===== src/rtl/axi_full_master_burst_tester.sv =====
`default_nettype none
// +--------------------------------------------------------------------------+
// | axi_full_master_burst_tester: writes one INCR burst of 1..LEN, reads it   |
// | back and flags any data/response/last mismatch.  Revision: 1.0            |
// +--------------------------------------------------------------------------+
module axi_full_master_burst_tester #(
    parameter int                          C_M_AXI_ID_WIDTH     = 1,
    parameter int                          C_M_AXI_DATA_WIDTH   = 32,
    parameter int                          C_M_AXI_ADDR_WIDTH   = 6,
    parameter logic [C_M_AXI_ADDR_WIDTH-1:0] C_M_TARGET_BASE_ADDR = '0,
    parameter int                          C_M_AXI_BURST_LEN    = 16
) (
    input  logic                              M_AXI_ACLK,
    input  logic                              M_AXI_ARESET,
    input  logic                              INIT_TXN,
    output logic                              TXN_DONE,
    output logic                              ERROR,
    output logic [C_M_AXI_ID_WIDTH-1:0]       M_AXI_AWID,
    output logic [C_M_AXI_ADDR_WIDTH-1:0]     M_AXI_AWADDR,
    output logic [7:0]                        M_AXI_AWLEN,
    output logic [2:0]                        M_AXI_AWSIZE,
    output logic [1:0]                        M_AXI_AWBURST,
    output logic                              M_AXI_AWLOCK,
    output logic [3:0]                        M_AXI_AWCACHE,
    output logic [2:0]                        M_AXI_AWPROT,
    output logic [3:0]                        M_AXI_AWQOS,
    output logic                              M_AXI_AWVALID,
    input  logic                              M_AXI_AWREADY,
    output logic [C_M_AXI_DATA_WIDTH-1:0]     M_AXI_WDATA,
    output logic [C_M_AXI_DATA_WIDTH/8-1:0]   M_AXI_WSTRB,
    output logic                              M_AXI_WLAST,
    output logic                              M_AXI_WVALID,
    input  logic                              M_AXI_WREADY,
    input  logic [C_M_AXI_ID_WIDTH-1:0]       M_AXI_BID,
    input  logic [1:0]                        M_AXI_BRESP,
    input  logic                              M_AXI_BVALID,
    output logic                              M_AXI_BREADY,
    output logic [C_M_AXI_ID_WIDTH-1:0]       M_AXI_ARID,
    output logic [C_M_AXI_ADDR_WIDTH-1:0]     M_AXI_ARADDR,
    output logic [7:0]                        M_AXI_ARLEN,
    output logic [2:0]                        M_AXI_ARSIZE,
    output logic [1:0]                        M_AXI_ARBURST,
    output logic                              M_AXI_ARLOCK,
    output logic [3:0]                        M_AXI_ARCACHE,
    output logic [2:0]                        M_AXI_ARPROT,
    output logic [3:0]                        M_AXI_ARQOS,
    output logic                              M_AXI_ARVALID,
    input  logic                              M_AXI_ARREADY,
    input  logic [C_M_AXI_ID_WIDTH-1:0]       M_AXI_RID,
    input  logic [C_M_AXI_DATA_WIDTH-1:0]     M_AXI_RDATA,
    input  logic [1:0]                        M_AXI_RRESP,
    input  logic                              M_AXI_RLAST,
    input  logic                              M_AXI_RVALID,
    output logic                              M_AXI_RREADY
);

    localparam int DW = C_M_AXI_DATA_WIDTH;

    typedef enum logic [2:0] {
        S_IDLE = 3'd0,
        S_AW   = 3'd1,
        S_W    = 3'd2,
        S_B    = 3'd3,
        S_AR   = 3'd4,
        S_R    = 3'd5,
        S_CMPL = 3'd6
    } state_t;

    state_t        state_q, state_d;
    logic [8:0]    beat_q, beat_d;
    logic          init_q, init_d;
    logic          init_prev_q, init_prev_d;
    logic          error_q, error_d;

    logic          w_start;
    logic          w_beat_last;
    logic [DW-1:0] w_beat_data;
    logic          unused_ok;

    assign w_start     = init_q & ~init_prev_q;
    assign w_beat_last = (beat_q == 9'(C_M_AXI_BURST_LEN - 1));
    assign w_beat_data = DW'(beat_q) + DW'(1);
    assign unused_ok   = ^{M_AXI_BID, M_AXI_RID};

    always_ff @(posedge M_AXI_ACLK or posedge M_AXI_ARESET) begin
        if (M_AXI_ARESET) begin
            state_q     <= S_IDLE;
            beat_q      <= '0;
            init_q      <= 1'b0;
            init_prev_q <= 1'b0;
            error_q     <= 1'b0;
        end else begin
            state_q     <= state_d;
            beat_q      <= beat_d;
            init_q      <= init_d;
            init_prev_q <= init_prev_d;
            error_q     <= error_d;
        end
    end

    // The beat counter doubles as write index and read-compare index.
    always_comb begin
        state_d     = state_q;
        beat_d      = beat_q;
        error_d     = error_q;
        init_d      = INIT_TXN;
        init_prev_d = init_q;
        case (state_q)
            S_IDLE: begin
                if (w_start) begin
                    error_d = 1'b0;
                    beat_d  = '0;
                    state_d = S_AW;
                end
            end
            S_AW: begin
                if (M_AXI_AWREADY) state_d = S_W;
            end
            S_W: begin
                if (M_AXI_WREADY) begin
                    beat_d = beat_q + 9'd1;
                    if (w_beat_last) state_d = S_B;
                end
            end
            S_B: begin
                if (M_AXI_BVALID) begin
                    if (M_AXI_BRESP != 2'b00) error_d = 1'b1;
                    state_d = S_AR;
                end
            end
            S_AR: begin
                if (M_AXI_ARREADY) begin
                    beat_d  = '0;
                    state_d = S_R;
                end
            end
            S_R: begin
                if (M_AXI_RVALID) begin
                    if ((M_AXI_RDATA != w_beat_data) || (M_AXI_RRESP != 2'b00) ||
                        (M_AXI_RLAST != w_beat_last))
                        error_d = 1'b1;
                    beat_d = beat_q + 9'd1;
                    if (w_beat_last) state_d = S_CMPL;
                end
            end
            S_CMPL:  state_d = S_IDLE;
            default: state_d = S_IDLE;
        endcase
    end

    assign TXN_DONE      = (state_q == S_CMPL);
    assign ERROR         = error_q;

    assign M_AXI_AWID    = '0;
    assign M_AXI_AWADDR  = C_M_TARGET_BASE_ADDR;
    assign M_AXI_AWLEN   = 8'(C_M_AXI_BURST_LEN - 1);
    assign M_AXI_AWSIZE  = 3'($clog2(DW / 8));
    assign M_AXI_AWBURST = 2'b01;
    assign M_AXI_AWLOCK  = 1'b0;
    assign M_AXI_AWCACHE = 4'b0011;
    assign M_AXI_AWPROT  = 3'b000;
    assign M_AXI_AWQOS   = 4'b0000;
    assign M_AXI_AWVALID = (state_q == S_AW);

    // Gating on the W state keeps WDATA/WLAST at zero outside the data phase.
    assign M_AXI_WDATA   = (state_q == S_W) ? w_beat_data : '0;
    assign M_AXI_WSTRB   = '1;
    assign M_AXI_WLAST   = (state_q == S_W) && w_beat_last;
    assign M_AXI_WVALID  = (state_q == S_W);
    assign M_AXI_BREADY  = (state_q == S_B);

    assign M_AXI_ARID    = '0;
    assign M_AXI_ARADDR  = C_M_TARGET_BASE_ADDR;
    assign M_AXI_ARLEN   = 8'(C_M_AXI_BURST_LEN - 1);
    assign M_AXI_ARSIZE  = 3'($clog2(DW / 8));
    assign M_AXI_ARBURST = 2'b01;
    assign M_AXI_ARLOCK  = 1'b0;
    assign M_AXI_ARCACHE = 4'b0011;
    assign M_AXI_ARPROT  = 3'b000;
    assign M_AXI_ARQOS   = 4'b0000;
    assign M_AXI_ARVALID = (state_q == S_AR);
    assign M_AXI_RREADY  = (state_q == S_R);

endmodule
`default_nettype wire


===== config.mk =====
export PLATFORM = sky130hd
export DESIGN_NAME = axi_full_master_burst_tester
export DESIGN_NICKNAME = d
export VERILOG_FILES = /design/src/rtl/axi_full_master_burst_tester.sv
export SDC_FILE = /design/constraint.sdc
export NUM_CORES = 1
export LEC_CHECK = 0
export ABC_AREA = 1
export BUFFER_PORTS_ARGS = -buffer_cell sky130_fd_sc_hd__buf_2
export CORE_MARGIN = 3
export CORE_UTILIZATION = 40
export DETAILED_ROUTE_END_ITERATION = 7
export GPL_TIMING_DRIVEN = 0
export HOLD_SLACK_MARGIN = 0.06
export PLACE_DENSITY = 0.81
export RECOVER_POWER = 50
export SKIP_LAST_GASP = 1
export SYNTH_ARGS = -nofsm -noshare
export SYNTH_HDL_FRONTEND = slang
export SYNTH_SLANG_ARGS = --single-unit
export TNS_END_PERCENT = 30

===== constraint.sdc =====
create_clock -name M_AXI_ACLK -period 2.05 [get_ports M_AXI_ACLK]
set_input_delay 0.205 -clock M_AXI_ACLK [delete_from_list [all_inputs] [get_ports M_AXI_ACLK]]
set_output_delay 0.205 -clock M_AXI_ACLK [all_outputs]
set_load 0.05 [all_outputs]

[Word level (Yosys, flattened, before mapping)]
Index checks and enable logic that the tools add are counted.
Operators by class
  add/sub/neg operators: 2
  multipliers: 0
  div/mod/pow operators: 0
  order comparisons: 0
  equality and inequality tests: 19
  shift-type cells: 0
  multiplexer cells: 21
  bitwise operators: 2
  reduce and logical (&&, ||, !) cells: 11
Operators with widths (number)
  9-bit two-way mux: 4
  9-bit one-hot mux with 4 select lines: 1
  32-bit by 10-bit inequality test with 1-bit output: 1
  3-bit two-way mux: 8
  3-bit one-hot mux with 6 select lines: 1
  2-bit by 1-bit inequality test with 1-bit output (second input constant): 7
  9-bit by 1-bit adder with 10-bit output (second input constant): 1
  10-bit two-way mux: 1
  9-bit by 1-bit adder with 9-bit output (second input constant): 1
  3-bit == test (second input constant): 3
  9-bit by 4-bit == test with 1-bit output (second input constant): 1
  8-bit AND reduction: 1
  3-bit by 2-bit == test with 1-bit output (second input constant): 2
  2-bit inequality test (second input constant): 3
  6-bit AND reduction: 1
  1-bit two-way mux: 5
  5-bit AND reduction: 1
  2-bit nonzero test: 2
  4-bit nonzero test: 1
  3-bit by 1-bit == test with 1-bit output (second input constant): 1
  3-bit zero test: 1
  1-bit one-hot mux with 3 select lines: 1
  3-bit nonzero test: 1
  1-bit logical OR: 2
  other kinds (4): 4
Word-level totals
  register bits after elaboration: 15
  latch bits: 0
  bits in writable memories: 0
  ROM bits: 0
  input bits: 47
  output and inout bits: 108
  logic and storage cells: 60
  memories: 0

[Depth between registers and ports, before layout]
  word-level depth: 7
  gate-level depth with buffers: 13
  gate-level depth less buffers: 13

[Least setup slack after synthesis]
OpenSTA, ideal clock, no wires.
  kind: reg-to-output
  start: reg state_q[0]
  end: out M_AXI_WDATA[3]
  data arrival time: 2.197 ns
  required time: 1.845 ns
  path slack: -0.352 ns
  cell stages (with the launch flop): 5
  path buffers: 1
  path through: dfrtp_1 nor3_2 inv_2 clkbuf_1 nor2_1
On the way
  cells in the longest elaborated chain, start to end: 2
Ends and longest elaborated chain
  from (decl): line 69  | state_t state_q, state_d;
  from (signal assigned): line 93  | state_q <= state_d;
  3-bit by 2-bit == test with 1-bit output
  named net M_AXI_WVALID: line 32  | output logic M_AXI_WVALID,
  10-bit two-way mux: line 166  | assign M_AXI_WDATA = (state_q == S_W) ? w_beat_data : '0;
  to (decl): line 29  | output logic [C_M_AXI_DATA_WIDTH-1:0] M_AXI_WDATA,
The timed path passes the listed nets, and every way through them passes these cells.

[Worst setup path in the final report]
  start: reg state_q[0]
  end: out M_AXI_WDATA[9]
On the way
  cells in the longest elaborated chain, start to end: 2
Ends and longest elaborated chain (line)
  3-bit by 2-bit == test with 1-bit output: 166
  10-bit two-way mux: 166
Every way passes these cells.

==> reports/metrics.yaml <==
status:
  status: "complete, no violations"
min_path:
  min_path_type: "reg -> reg"
  whs_path_depth: 0
cts:
  cts-root-buf: "clkbuf_8"
  clock_latency_ns: 0.25
  clkTransAtPathRegs_ns: 0.07
  clockBufferDepth: 2
  clock_sinks: 15
  postCtsSetupRepairBufs: 0
  cts_buffers: 3
  cts_max_level: 1
  tritoncts: "done"
timing:
  fmax_mhz: 512
  post-route-period-util_pct: 95.3
  drv_slew: 0
  rsz0062_at_grt: "no"
  hold_slack_ns: 0.380
  relSlewSlack_pct: 59.3
  hold_viol: 0
  tightestPinTransition_ns: 0.613
  setup_violations: 0
  period_needed_ns: 1.95
  clock_skew_ns: 0.00123
setup_path:
  cp.arrival_ns: 1.75
  crit_type: "reg -> out"
  critPathLaunchType: "flip-flop"
  reg2reg_slack_ns: 0.32
  critical-path-max-stage-delay_ns: 0.47
  worst_r2r_path_depth: 8
  path_cells: "nor3_4 -> inv_2 -> clkbuf_2 -> nor2_1 -> buf_2"
  critPathSlowestCell: "dfrtp_1"
  worst-path-max-fanout: 10
  worst_ep_required_time_ns: 1.85
  endpoint_kind: "output port"
global_routing:
  grt_max_degree: 16
  grt_pass1_wl_um: 8200
  grt_pass1_vias: 1899
  grt-ovfl-total: 0
  antenna_found_initial: 0
  grt_usage_pct: 16.4
yosys:
  yosysUniqueCellTypes: 27
  ys_seq_area_share_pct: 18.9
  yosysTopAreaCell: "buf_4"
  synth_area_sq_um: 1980
  yosysWarnings: 0
  synth_seq_cells: 15
  synth_top_area_share_pct: 34.1
  avgSynthCellArea_sq_um: 6.39
  synth_cells: 310
  synth_top_cells_by_area: "buf_4, dfrtp_1, nand2_1"
layout:
  layout_commonest_cell: "buf_4"
  drive_gt1_share_pct: 36.1
  syn2layout_area_growth_pct: 40.7
  nNetsFinal: 515
  antenna-diode-count: 0
  nFillCells: 479
  most-common-layout-cells: "buf_4, conb_1, nand2_1"
place:
  gp_congestion: 0.901
  dp_hpwl_um: 4270
  io_buffers: 62
die:
  fp-row-count: 24
  die_y_um: 76.4
  ioPinCount: 155
  start_util_pct: 43.4
  die_w_um: 76.4
  die-area_sq_um: 5840
  coreArea_sq_um: 4560
power:
  p_leak_uw: 0.00168
  power_uw: 2060
  peakVddDrop_v: 0.000860
  power_density_nw_per_um2: 740
job:
  drv_cap: 0
detailed_routing:
  routed-wl-met2_um: 2540
  post_drt_wl_per_cell_um: 9.25
  via_count: 2077
  drc_errors: 0
  via_per_inst: 3.91
  met1Wirelength_um: 1880
  first_pass_iters: 4
  ant_nets: 0
  dr.max_layer_used: "met4"
  routed_wl_um: 4910
  wl_met3_um: 477
  drt_iter0_drc: 80
-- report_power, final --
part | internal, uW | switching [uW]
Clock | 135 | 115
Combinational | 375 | 1010
Sequential | 347 | 77.8
Total | 857 | 1210
-- state kept, by name (all words and copies together) (netlist names) --
name,count
ERROR,1
beat_q,9
init_prev_d,1
init_prev_q,1
state_q,3
-- stage by stage --
stage | instance area (sq um) | setup TNS, ns | std cells | setup slack, ns | utilization [%]
global placement | 2710 | 0 | 525 | 0.275 | 59.4
global route | 2790 | 0 | 531 | 0.0128 | 61.1
detailed placement | 2710 | 0 | 525 | 0.256 | 59.4
floorplan | 2320 | -1.21 | 398 | -0.124 | -
finish | 2790 | 0 | 531 | 0.0959 | 61.1
CTS | 2780 | -0.0177 | 531 | -0.0177 | 60.9
-- logic make-up after synthesis --
family | share of synthesized area, %
AND/OR/NAND/NOR | 33.0
buffers and inverters | 39.6
AO/OA/AOI/OAI | 6.57
flip-flops | 18.9
XOR/XNOR | 0.884
other | 0.379
adder cells (fa/ha/maj) | 0.631
-- critical path: cells and delay by family, from the launching register on --
kind,cells,cell delay [ns]
AND/OR/NAND/NOR,2,0.45
buffers and inverters,3,0.59
flip-flops,1,0.47
-- what timing repair did --
item,CTS,global route
cloned,0,0
pin swaps,0,1
setup endpoints to repair,2,10
gates resized for setup,1,9
endpoints found under the hold margin,16,0
hold buffers,2,0
-- layout make-up --
class                      count  area, sq um  share of cell area, %
buffer                        91          681                   24.4
clock buffer                   3         41.3                   1.48
clock inverter                 1         5.00                  0.179
inverter                      28          105                   3.77
multi-input combinational    264         1170                   41.8
sequential                    15          378                   13.5
tap                           65         81.3                   2.92
timing repair buffer          64          332                   11.9
-- worst paths after layout --
| check | start | to |
|---|---|---|
| worst max register to register | state_q[0] | beat_q[8] |
| worst min-delay path | init_prev_d | init_prev_q |
| max in group asynchronous | M_AXI_ARESET | beat_q[0] |
| worst min register to register | init_prev_d | init_prev_q |
| worst max-delay path | state_q[0] | M_AXI_WDATA[9] |
| min in group asynchronous | M_AXI_ARESET | init_prev_d |
-- cells in the mapped netlist --
cell and count:
buf_4 90, nand2_1 63, nor2_1 48, inv_1 26
nand3_1 24, dfrtp_1 15, o22ai_1 7, nand3b_1 4
o21ai_1 4, nor2_2 3, o21ai_0 3, a21oi_1 2
conb_1 2, inv_2 2, nand2_2 2, nand4_1 2
nor2_4 2, o21ai_2 2, clkbuf_1 1, ha_1 1
nand2_4 1, nor3_2 1, o21bai_1 1, o31a_1 1
o31ai_1 1, xnor2_1 1, xor2_1 1
-- layer usage --
layer | vias up | GRT usage (%)
li1 | 1102 | -
met1 | 879 | 20.0
met2 | 94 | 30.4
met3 | 2 | 2.36
met4 | 0 | 3.08
met5 | - | 0
(Power assumes the default switching activity.)
